## src/rtl/spi_slave_pkg.sv

```systemverilog
// Shared state encoding, command codes and parity helper for spi_slave_param.
// Parity support is enabled in the design by defining SPI_PARITY_EN.
package spi_slave_pkg;

    typedef enum logic [2:0] {
        IDLE,
        CHK_CMD,
        WRITE,
        READ_ADD,
        READ_DATA,
        READ_WAIT,
        READ_TX,
        DONE
    } state_e;

    localparam logic [1:0] WR_ADDR = 2'b00;
    localparam logic [1:0] WR_DATA = 2'b01;
    localparam logic [1:0] RD_ADDR = 2'b10;
    localparam logic [1:0] RD_DATA = 2'b11;

    localparam int PAR_MAXW = 64;

    // Bit that makes the total number of ones odd; zero-extension is harmless.
    function automatic logic odd_par(input logic [PAR_MAXW-1:0] v);
        return ~^v;
    endfunction

endpackage

```

## src/rtl/spi_slave_param_piso.sv

```systemverilog
// Load/shift-out register driving miso during read-back, MSB first.
// Register content is zero whenever no word is being shifted out.
module spi_piso_tx #(
    parameter int W = 8
) (
    input  logic         clk,
    input  logic         rst_n,
    input  logic         load_i,
    input  logic         shift_i,
    input  logic         clear_i,
    input  logic [W-1:0] data_i,
    output logic         bit_o,
    output logic         done_o
);

    localparam int CW = $clog2(W + 1);

    logic [W-1:0]  sreg_q, sreg_d;
    logic [CW-1:0] cnt_q, cnt_d;

    assign bit_o  = sreg_q[W-1];
    assign done_o = (cnt_q == CW'(W - 1));

    always_comb begin
        sreg_d = sreg_q;
        cnt_d  = cnt_q;
        if (clear_i) begin
            sreg_d = '0;
            cnt_d  = '0;
        end else if (load_i) begin
            sreg_d = data_i;
            cnt_d  = '0;
        end else if (shift_i) begin
            cnt_d = cnt_q + CW'(1);
            if (done_o) begin
                sreg_d = '0;
            end else begin
                sreg_d = sreg_q << 1;
            end
        end
    end

    always_ff @(posedge clk) begin
        if (!rst_n) begin
            sreg_q <= '0;
            cnt_q  <= '0;
        end else begin
            sreg_q <= sreg_d;
            cnt_q  <= cnt_d;
        end
    end

endmodule

```

## src/rtl/spi_slave_param.sv

```systemverilog
// Parametrised clk-sampled SPI slave bridging to the RAM command interface.
// Define SPI_PARITY_EN to add odd-parity bits to received frames and read-back.
module spi_slave_param
    import spi_slave_pkg::*;
#(
    parameter int DATA_W     = 8,
    parameter int TX_TIMEOUT = 16
) (
    input  logic                clk,
    input  logic                rst_n,
    input  logic                ss_n,
    input  logic                mosi,
    output logic                miso,
    output logic [DATA_W+1:0]   rx_data,
    output logic                rx_valid,
    input  logic [DATA_W-1:0]   tx_data,
    input  logic                tx_valid,
    output logic                frame_err,
    output logic                busy
);

    localparam int FRAME_W = DATA_W + 2;
`ifdef SPI_PARITY_EN
    localparam int NBITS = FRAME_W + 1;
    localparam int TXW   = DATA_W + 1;
`else
    localparam int NBITS = FRAME_W;
    localparam int TXW   = DATA_W;
`endif
    localparam int CW = $clog2(NBITS + 1);
    localparam int TW = $clog2(TX_TIMEOUT + 1);

    state_e             state_q, state_d;
    logic [CW-1:0]      cnt_q, cnt_d;
    logic [FRAME_W-1:0] rx_data_q, rx_data_d;
    logic               rx_valid_q, rx_valid_d;
    logic               frame_err_q, frame_err_d;
    logic               rd_pending_q, rd_pending_d;
    logic [TW-1:0]      tmo_q, tmo_d;

    logic               piso_load, piso_shift, piso_clear;
    logic               piso_done, piso_bit;
    logic [TXW-1:0]     tx_word;
    logic               last_bit, par_bit, par_ok;

`ifdef SPI_PARITY_EN
    assign tx_word  = {tx_data, odd_par(PAR_MAXW'(tx_data))};
    assign par_bit  = (cnt_q == CW'(FRAME_W));
    assign last_bit = par_bit;
    assign par_ok   = (mosi == odd_par(PAR_MAXW'(rx_data_q)));
`else
    assign tx_word  = tx_data;
    assign par_bit  = 1'b0;
    assign last_bit = (cnt_q == CW'(FRAME_W - 1));
    assign par_ok   = 1'b1;
`endif

    spi_piso_tx #(
        .W(TXW)
    ) u_piso (
        .clk    (clk),
        .rst_n  (rst_n),
        .load_i (piso_load),
        .shift_i(piso_shift),
        .clear_i(piso_clear),
        .data_i (tx_word),
        .bit_o  (piso_bit),
        .done_o (piso_done)
    );

    assign miso      = piso_bit;
    assign rx_data   = rx_data_q;
    assign rx_valid  = rx_valid_q;
    assign frame_err = frame_err_q;
    assign busy      = (state_q != IDLE);

    always_comb begin
        state_d      = state_q;
        cnt_d        = cnt_q;
        rx_data_d    = rx_data_q;
        rx_valid_d   = 1'b0;
        frame_err_d  = 1'b0;
        rd_pending_d = rd_pending_q;
        tmo_d        = tmo_q;
        piso_load    = 1'b0;
        piso_shift   = 1'b0;
        piso_clear   = 1'b0;
        unique case (state_q)
            IDLE: begin
                if (!ss_n) state_d = CHK_CMD;
            end
            CHK_CMD: begin
                cnt_d = '0;
                if (ss_n) begin
                    frame_err_d = 1'b1;
                    state_d     = IDLE;
                end else if (!mosi) begin
                    state_d = WRITE;
                end else if (rd_pending_q) begin
                    state_d = READ_DATA;
                end else begin
                    state_d = READ_ADD;
                end
            end
            WRITE, READ_ADD, READ_DATA: begin
                if (ss_n) begin
                    frame_err_d = 1'b1;
                    state_d     = IDLE;
                end else begin
                    cnt_d = cnt_q + CW'(1);
                    if (!par_bit) begin
                        rx_data_d = {rx_data_q[FRAME_W-2:0], mosi};
                    end
                    if (last_bit && !par_ok) begin
                        frame_err_d = 1'b1;
                        state_d     = DONE;
                    end else if (last_bit) begin
                        rx_valid_d = 1'b1;
                        state_d    = DONE;
                        if (state_q == READ_ADD) rd_pending_d = 1'b1;
                        if (state_q == READ_DATA) begin
                            state_d = READ_WAIT;
                            tmo_d   = '0;
                        end
                    end
                end
            end
            READ_WAIT: begin
                if (ss_n) begin
                    frame_err_d = 1'b1;
                    state_d     = IDLE;
                end else if (tx_valid) begin
                    piso_load = 1'b1;
                    state_d   = READ_TX;
                end else if (tmo_q == TW'(TX_TIMEOUT - 1)) begin
                    frame_err_d  = 1'b1;
                    rd_pending_d = 1'b0;
                    state_d      = DONE;
                end else begin
                    tmo_d = tmo_q + TW'(1);
                end
            end
            READ_TX: begin
                // An interrupted read-back still consumes the pending read.
                if (ss_n) begin
                    frame_err_d  = 1'b1;
                    rd_pending_d = 1'b0;
                    piso_clear   = 1'b1;
                    state_d      = IDLE;
                end else begin
                    piso_shift = 1'b1;
                    if (piso_done) begin
                        rd_pending_d = 1'b0;
                        state_d      = DONE;
                    end
                end
            end
            DONE: begin
                if (ss_n) state_d = IDLE;
            end
            default: state_d = IDLE;
        endcase
    end

    always_ff @(posedge clk) begin
        if (!rst_n) begin
            state_q      <= IDLE;
            cnt_q        <= '0;
            rx_data_q    <= '0;
            rx_valid_q   <= 1'b0;
            frame_err_q  <= 1'b0;
            rd_pending_q <= 1'b0;
            tmo_q        <= '0;
        end else begin
            state_q      <= state_d;
            cnt_q        <= cnt_d;
            rx_data_q    <= rx_data_d;
            rx_valid_q   <= rx_valid_d;
            frame_err_q  <= frame_err_d;
            rd_pending_q <= rd_pending_d;
            tmo_q        <= tmo_d;
        end
    end

endmodule

```

## config.mk

```make
export PLATFORM = sky130hd
export DESIGN_NAME = spi_slave_param
export DESIGN_NICKNAME = d
export VERILOG_FILES = /design/src/rtl/spi_slave_pkg.sv /design/src/rtl/spi_slave_param_piso.sv /design/src/rtl/spi_slave_param.sv
export SDC_FILE = /design/constraint.sdc
export NUM_CORES = 1
export LEC_CHECK = 0
export CELL_PAD_IN_SITES_DETAIL_PLACEMENT = 0
export CELL_PAD_IN_SITES_GLOBAL_PLACEMENT = 1
export CORE_UTILIZATION = 41
export DETAILED_ROUTE_END_ITERATION = 8
export PLACE_DENSITY = 0.78
export SYNTH_ARGS = -nofsm -noshare
export SYNTH_HDL_FRONTEND = slang
export SYNTH_SLANG_ARGS = --single-unit
```

## constraint.sdc

```tcl
create_clock -name clk -period 2.6 [get_ports clk]
set_clock_uncertainty 0.2 [all_clocks]
set_input_delay 0.52 -clock clk [delete_from_list [all_inputs] [get_ports clk]]
set_output_delay 0.52 -clock clk [all_outputs]
set_load 0.01 [all_outputs]
```

# Yosys cells after proc, flatten, opt, wreduce, memory -nomap -nowiden
# Index checks and enable logic that the tools add are counted.
# W data, S select, Z words.
totals:
  reg_bits: 37
  in_bits: 13
  output_inout_bits: 14
  word_cells: 101
op_classes:
  add_sub_neg: 3
  eq_ne: 23
  mux: 47
  n_bitwise: 3
  n_reduce_logical: 16
op_table:
  columns: ["operator", "count"]
  rows:
  - ["$mux W3", 12]
  - ["$mux W5", 6]
  - ["$mux W8", 3]
  - ["$ne A2 B2 Y1 const B", 10]
  - ["$mux W1", 19]
  - ["$pmux W3 S6", 1]
  - ["$eq A3 B3 Y1 const B", 4]
  - ["$pmux W5 S2", 1]
  - ["$reduce_or A3 Y1", 3]
  - ["$add A4 B1 Y4 const B", 2]
  - ["$pmux W4 S2", 1]
  - ["$reduce_and A8 Y1", 1]
  - ["$reduce_and A7 Y1", 1]
  - ["$eq A3 B2 Y1 const B", 2]
  - ["$ne A3 B3 Y1 const B", 2]
  - ["$reduce_bool A2 Y1", 3]
  - ["$reduce_bool A3 Y1", 2]
  - ["$add A5 B1 Y5 const B", 1]
  - ["$eq A5 B4 Y1 const B", 1]
  - ["$reduce_and A5 Y1", 1]
  - ["$reduce_or A5 Y1", 1]
  - ["$eq A4 B3 Y1 const B", 1]
  - ["$eq A4 B4 Y1 const B", 1]
  - ["$mux W4", 1]
  - ["9 further kinds", 12]

# Depth between registers and ports, before layout
# Gate-level depths: netlist (run 1).
logic_depth:
  depth_word: 5
  depth_mapped: 8
  mapped_depth_nobuf: 7

# Hierarchy
# Synthesis (run 1) repeated with hierarchy kept, for this count alone.
hier_totals:
  cells_unflattened: 218
  hier_area_um2: 1869.3
modules_own_cells:
  columns: ["module", "n_inst", "cells_each", "area_per_inst_um2", "seq_area_each_um2"]
  rows:
  - ["spi_slave_param", 1, 155, 1311.3, 500.5]
  - ["spi_piso_tx", 1, 63, 558.0, 240.2]

# Worst setup path before layout (run 1)
# Ideal clock, no wire load.
synth_timing:
  path_kind: "reg2reg"
  startpoint: "register tmo_q[0]"
  endpoint: "register state_q[0]"
  setup_ns: 0.133
  t_arrival_ns: 1.751
  t_required_ns: 2.267
  setup_slack_ns: 0.516
  stages_incl_launch_ff: 8
  path_cell_list: "dfxtp_1 -> ha_1 -> and3_1 -> ha_1 -> or2_2 -> o32ai_1 -> nor4_2 -> mux2i_1"
synth_between:
  elab_chain_len: 3
synth_rtl:
  columns: ["item", "line", "rtl"]
  rows:
  - ["start: declaration", "spi_slave_param.sv:39", "logic [TW-1:0] tmo_q, tmo_d;"]
  - ["start signal: assignment", "spi_slave_param.sv:181", "tmo_q <= tmo_d;"]
  - ["$eq A5 B4 Y1", "spi_slave_param.sv:135", "end else if (tmo_q == TW'(TX_TIMEOUT - 1)) begin"]
  - ["$ne A4 B4 Y1 (no source line)", null, null]
  - ["$reduce_and A5 Y1 (no source line)", null, null]
  - ["end signal: assignment", "spi_slave_param.sv:175", "state_q <= state_d;"]
  - ["end: declaration", "spi_slave_param.sv:33", "state_e state_q, state_d;"]
# No other way between the ends.
# A chain may end at the register's enable or synchronous reset.

# Worst setup path in the final report (run 1)
layout_timing:
  startpoint: "register state_q[0]"
  endpoint: "output busy"
layout_between:
  elab_chain_len: 1
layout_rtl:
  columns: ["item", "line", "rtl"]
  rows:
  - ["$reduce_bool A3 Y1", "spi_slave_param.sv:75", "assign busy = (state_q != IDLE);"]
  - ["end: declaration", "spi_slave_param.sv:19", "output logic busy"]
# No other way between the ends.

==> results.md, run 1 <==
* Status: complete, no violations
* #FFs+latches synth at 37
* Worst Max-Slew Pin Slew at 0.527 ns
* WL per Instance at 13.6 um
* Register-to-Register Setup Slack at 0.34 ns
* Row cnt at 24
* Worst hold endpoint: tmo_q[4]
* Core box area at 4440 um2
* Pins Over Slew Limit at 0
* Most numerous cell in the Yosys netlist: dfxtp_1
* Main combinational cell family by area after synthesis: simple AND/OR/NAND/NOR gates
* Post-synth top area share at 38.1%
* Routability cong. at 0.900
* Fraction of layout cells with a size suffix above 1 at 11.9%
* Area Growth Syn to Fin at 20.6%
* Rel. slew slack at 64.7%
* Routed vias at 1,593
* Final Cycle Share at 95.4%
* DRT Pass-1 Iters at 4
* Worst setup SP type: flop
* Ports at 27
* Seq/Total Area, Yosys at 38.1%
* Reg2reg start: tmo_q[0]
* Post-route ant nets at 0
* Initial antenna violation count at 0
* Detailed Route Iter0 Violations at 89
* Initial core utilization at 43.8%
* Synth cell count leaders: 37 x dfxtp_1, 18 x nor2_1, 15 x mux2i_1
* Final wirelength at 4030 um
* Slowest CP cell: clkdlybuf4s50_1
* Max-cap viol count at 0
* Number of flops mapped to enable cells by yosys at 0
* Top delay family on crit path: buffers and inverters
* Vias in the first global route at 1,492
* Root buf cell: clkbuf_8
* Port bufs at 26
* DRC viols at 0
* Syn nets at 233
* WP data arrival at 1.76 ns
* CP Buf/Inv Count at 2
* CP required at 1.88 ns
* Distinct cells, synth at 52
* Dpl hpwl at 2840 um
* Synth area leader: dfxtp_1
* Setup CP Type: reg -> out
* GR Util All Layers at 17.7%
* Nets at 261
* R2r endpoint: tmo_q[4]
* Type of destination of the critical path: output port
* Syn Area/Cell at 9.05 um2
* Setup TNS at 0 ns
* CTS Buffer Depth at 2
* Ys Warns at 0
* GRT overflow at 0
* Slowest stage delay, CP at 0.54 ns
* Simple-Gate Fraction of Synth Area at 24.1%
* Die Wd at 70.9 um
* # diodes at 0
* Die height at 70.9 um
* Post-synthesis xor/xnor area fraction at 3.15%
* Area contributors post-synth: dfxtp_1 38%, mux2i_1 7.7%, nor2b_1 4.2%, a211oi_1 3.9%, nor2_1 3.5%
* RSZ-0062 raised after global routing: no
* Mapped cell area at 1950 um2
* Hold_buf cts at 0
* PD cells at 545 nW/um2
* Ys flop type: dfxtp_1
* Sink count of the clock tree at 37
* Syn Inst Count at 215
* Via density at 5.38
* Fin crit period at 2.48 ns
* Leak at 0.833 nW
* Max frequency at 403 MHz
* Post-synthesis adder-cell area fraction at 3.22%
* Post-cts resize count at 0
* H-tree levels at 2
* IR drop worst, VDD at 253 uV
* First-pass GRT wire length at 7070 um
* Clock-pin slew on the worst setup and hold paths at 0.08 ns
* Asr flop ratio synth at 0%
* Die area at 5020 um2
* Clock Latency Late Sink at 0.29 ns
* Compound-cell area share of the yosys netlist at 18.0%
* Critical-path cell list: or2_1 > nor2_1 > inv_1 > clkdlybuf4s50_1
* CTS tree: built
* HP Start: tmo_q[4]
* Post-Layout Cell Count at 296
* Number of buffers created by CTS at 5
* Hold path depth at 2
* R2r worst-path depth at 7
* Hold Path Class: reg -> reg
* Mux contribution to synthesized area at 7.72%
* Post-CTS setup buffer count at 0
* Final setup vio count at 0
* Post-placement cell count at 288
* Largest net degree at the start of global routing at 20
* Fin. Hold Viols at 0
* Maximum fanout along the worst path at 7
-- worst reg2reg max path, delay by kind of cell, from the launching register on --
kind | cells | cell delay, ns
DFF | 1 | 0.34
AOI/OAI and AO/OA | 2 | 0.43
and+or+nand+nor | 3 | 0.78
adders and majority gates | 2 | 0.45
-- per-layer routing --
metal | GRT usage [%] | vias up | share of wire (%)
li1 | - | 823 | -
met1 | 24.8 | 721 | 51
met2 | 26.1 | 40 | 42
met3 | 4.84 | 9 | 5.2
met4 | 6.67 | 0 | 1.7
met5 | 0 | - | 0
-- cells by family after synthesis --
kind of cell,after synthesis
DFF,37
and+or+nand+nor,82
buffers and inverters,23
muxes,15
adders and majority gates,5
xor gates and xnor gates,7
AOI/OAI and AO/OA,46
-- cell type report --
cell class	instances	area (um2)
sequential	37	741
timing repair buffer	35	328
clock buffer	5	68.8
multi-input combinational	155	1090
clock inverter	3	17.5
fill	443	2100
tap	52	65.1
inverter	9	33.8
-- cell usage in the layout, fill, tap and decap left out, types with 2 or more instances in the layout --
| master | count |
|---|---|
| dfxtp_1 | 37 |
| clkdlybuf4s50_1 | 26 |
| nor2_1 | 18 |
| mux2i_1 | 15 |
| nand2_1 | 14 |
| nor2b_1 | 13 |
| a211oi_1 | 10 |
| buf_4 | 9 |
| inv_1 | 8 |
| a21oi_1 | 8 |
| a22oi_1 | 7 |
| nand3_1 | 5 |
| xnor2_1 | 5 |
| ha_1 | 5 |
| clkbuf_8 | 5 |
| nand2b_1 | 4 |
| nand4_1 | 3 |
| and3_1 | 2 |
| nand4bb_1 | 2 |
| and3b_1 | 2 |
| xor2_1 | 2 |
| nor4_1 | 2 |
| nor3b_1 | 2 |
| o221a_2 | 2 |
| nand3b_1 | 2 |
| o21ai_0 | 2 |
| nor3_1 | 2 |
| or3_1 | 2 |
| o211a_1 | 2 |
| o22ai_1 | 2 |
| a21o_1 | 2 |
| a211o_1 | 2 |
| clkinv_2 | 2 |
-- metrics by stage --
step                      setup WS (ns)  total power, mW  utilization (%)  hold slack (ns)  cell area [um2]
after floorplan                   0.516            0.820                -            0.241             1950
after global placement            0.188            0.902             50.8            0.256             2260
after detailed placement          0.135            0.894             50.8            0.276             2260
after CTS                         0.122             1.29             52.8            0.287             2350
after global routing             0.0426             1.35             52.8            0.302             2350
final                             0.119             1.28             52.8            0.278             2350
-- registers in the layout, summed over array words and instances (netlist names) --
register and cells:
cnt_q 4, state_q 3, rx_data 10, u_piso.cnt_q 4
rx_valid 1, tmo_q 5, rd_pending_q 1, u_piso.sreg_q 8
frame_err 1
-- power by group --
group	switching (mW)	leakage [nW]	internal, mW
sequential	0.0200	0.299	0.583
clock	0.213	0.0439	0.185
combinational	0.152	0.491	0.128
total	0.384	0.833	0.895
-- how the worst max path moves through the flow --
stage               start          to  slack, ns  depth (start not counted)
6_report       state_q[0]        busy       0.12                          4
5_1_grt        state_q[0]        busy       0.04                          4
4_1_cts        state_q[0]        busy       0.12                          4
3_5_place_dp         ss_n  state_q[0]       0.14                          5
3_3_place_gp         ss_n  state_q[0]       0.19                          5
2_1_floorplan    tmo_q[0]  state_q[0]       0.52                          7
Power figures use the tool's default switching activity.
==> inputs of run 2 (changes only) <==
- HOLD_SLACK_MARGIN: default -> 0.05
- MAX_ROUTING_LAYER: default -> met4
==> run 2 against run 1 <==
  * Flip-flop and latch count is the same
  * Cell count stayed put
  * Combinational power about the same
  * Clock-buffer cell count is the same
  * Via count unchanged
  * Global-route usage increased by 0.55 points
==> results.md, run 2 (synthesis gave the netlist of run 1 again) <==
* CTS tree: built
* CTS Buffer Depth at 2 (unchanged)
* Pins Over Slew Limit at 0 (unchanged)
* Detailed Route Iter0 Violations at 89 (unchanged)
* Final wirelength at 4030 um (unchanged)
* Sequential cell area at 741 um2 (unchanged)
* Ports at 27 (unchanged)
* Vias in the first global route at 1,493 (+0.067%)
* Hold_buf cts at 0 (unchanged)
* Slowest CP cell: clkdlybuf4s50_1
* Status: complete, no violations
* Via density at 5.38 (unchanged)
* Setup TNS at 0 ns (unchanged)
* Area Growth Syn to Fin at 20.6% (unchanged)
* Dpl cell area at 2260 um2 (unchanged)
* Post-CTS setup buffer count at 0 (unchanged)
* Max FFs per register at 10 (unchanged)
* Initial core utilization at 43.8% (unchanged)
* Multi-input logic area at 1090 um2 (unchanged)
* Largest net degree at the start of global routing at 20 (unchanged)
* Post-cts resize count at 0 (unchanged)
* Initial antenna violation count at 0 (unchanged)
* DRC viols at 0 (unchanged)
* WP data arrival at 1.76 ns (about the same)
* Clock-pin slew on the worst setup and hold paths at 0.08 ns (about the same)
* Fraction of layout cells with a size suffix above 1 at 11.9% (unchanged)
* Leak at 0.833 nW (unchanged)
* Max frequency at 403 MHz (about the same)
* Core box area at 4440 um2 (unchanged)
* Row cnt at 24 (unchanged)
* GRT overflow at 0 (unchanged)
* Routed vias at 1,593 (unchanged)
* Most frequent cells in the layout: 37 x dfxtp_1, 26 x clkdlybuf4s50_1, 18 x nor2_1, 15 x mux2i_1, 14 x nand2_1
* Fin crit period at 2.48 ns (-0.00000400 ns)
* Layout Utilization at 52.8% (unchanged)
* CP required at 1.88 ns (about the same)
* Fill cell instance count of the final layout at 443 (unchanged)
* Setup ws final at 0.119 ns (+0.00000400 ns)
* Type of destination of the critical path: output port
* Total Power at 1.28 mW (about the same)
* Maximum fanout along the worst path at 7 (unchanged)
* DP Worst Slack at 0.135 ns (unchanged)
* PD cells at 545 nW/um2 (about the same)
* Final Cell Area at 2350 um2 (unchanged)
* Commonest non-fill, non-tap cell in the layout: dfxtp_1
* RSZ-0062 raised after global routing: no
* Post-placement cell count at 288 (unchanged)
* Max-cap viol count at 0 (unchanged)
* Post-route ant nets at 0 (unchanged)
* Nets at 261 (unchanged)
* DRT Pass-1 Iters at 4 (unchanged)
* Setup CP Type: reg -> out
* Root buf cell: clkbuf_8
* Port bufs at 26 (unchanged)
* Die Wd at 70.9 um (unchanged)
* IR drop worst, VDD at 253 uV (about the same)
* Fin. Hold Viols at 0 (unchanged)
* Number of buffers created by CTS at 5 (unchanged)
* Hold Path Class: reg -> reg
* Final Cycle Share at 95.4% (about the same)
* Die height at 70.9 um (unchanged)
* Slowest stage delay, CP at 0.54 ns (about the same)
* Die area at 5020 um2 (unchanged)
* Rel. slew slack at 64.7% (unchanged)
* Final setup vio count at 0 (unchanged)
* Sink count of the clock tree at 37 (unchanged)
* First-pass GRT wire length at 7060 um (about the same)
* Critical-path cell list: or2_1 > nor2_1 > inv_1 > clkdlybuf4s50_1
* Dpl hpwl at 2840 um (unchanged)
* # diodes at 0 (unchanged)
* WL per Instance at 13.6 um (unchanged)
* H-tree levels at 2 (unchanged)
* Hold_ws at 0.278 ns (unchanged)
* Clock Latency Late Sink at 0.29 ns (about the same)
* Routability cong. at 0.916 (+1.7%)
* GR Util All Layers at 18.3% (+0.55 points)
* Post-Layout Cell Count at 296 (unchanged)
* Worst setup SP type: flop
* Worst Max-Slew Pin Slew at 0.527 ns (unchanged)
==> run 2: cell counts in the layout (fill, tap and decap cells not counted) <==
No cell type changed its count.
==> run 2: cell type report <==
type                            instances  share of cell area (%)
Clock inverter                          3                   0.747
Timing Repair Buffer                   35                    14.0
Tap cell                               52                    2.77
Multi-Input combinational cell        155                    46.6
Clock buffer                            5                    2.93
Inverter                                9                    1.44
Sequential cell                        37                    31.6
==> run 2: worst max-delay path, delay by kind of cell (launching register included) <==
family                 cells  cell delay (ns)
buffers and inverters      2             0.62
DFF                        1             0.47
and+or+nand+nor            2             0.38
==> run 2: layer usage <==
metal  vias to the layer above  routed length, um  GRT usage [%]
met5                         -                  0              -
met4                         0                 71           6.67
met3                         9                208           4.84
met2                        40               1710           26.1
met1                       721               2040           24.8
li1                        823                  -              -
==> run 2: report_power, final <==
part / switching (mW) / leakage [nW] / internal, mW
clock: 0.213 / 0.0439 / 0.185
sequential: 0.0200 / 0.299 / 0.583
combinational: 0.152 / 0.491 / 0.128
==> run 2: worst paths after layout <==
path / start / to / slack [ns] / cells past startpoint
worst max-delay path: state_q[0] / busy / 0.12 / 4
worst min-delay path: tmo_q[4] / tmo_q[4] / 0.28 / 2
worst max register to register: tmo_q[0] / tmo_q[4] / 0.34 / 7
worst min register to register: tmo_q[4] / tmo_q[4] / 0.28 / 2
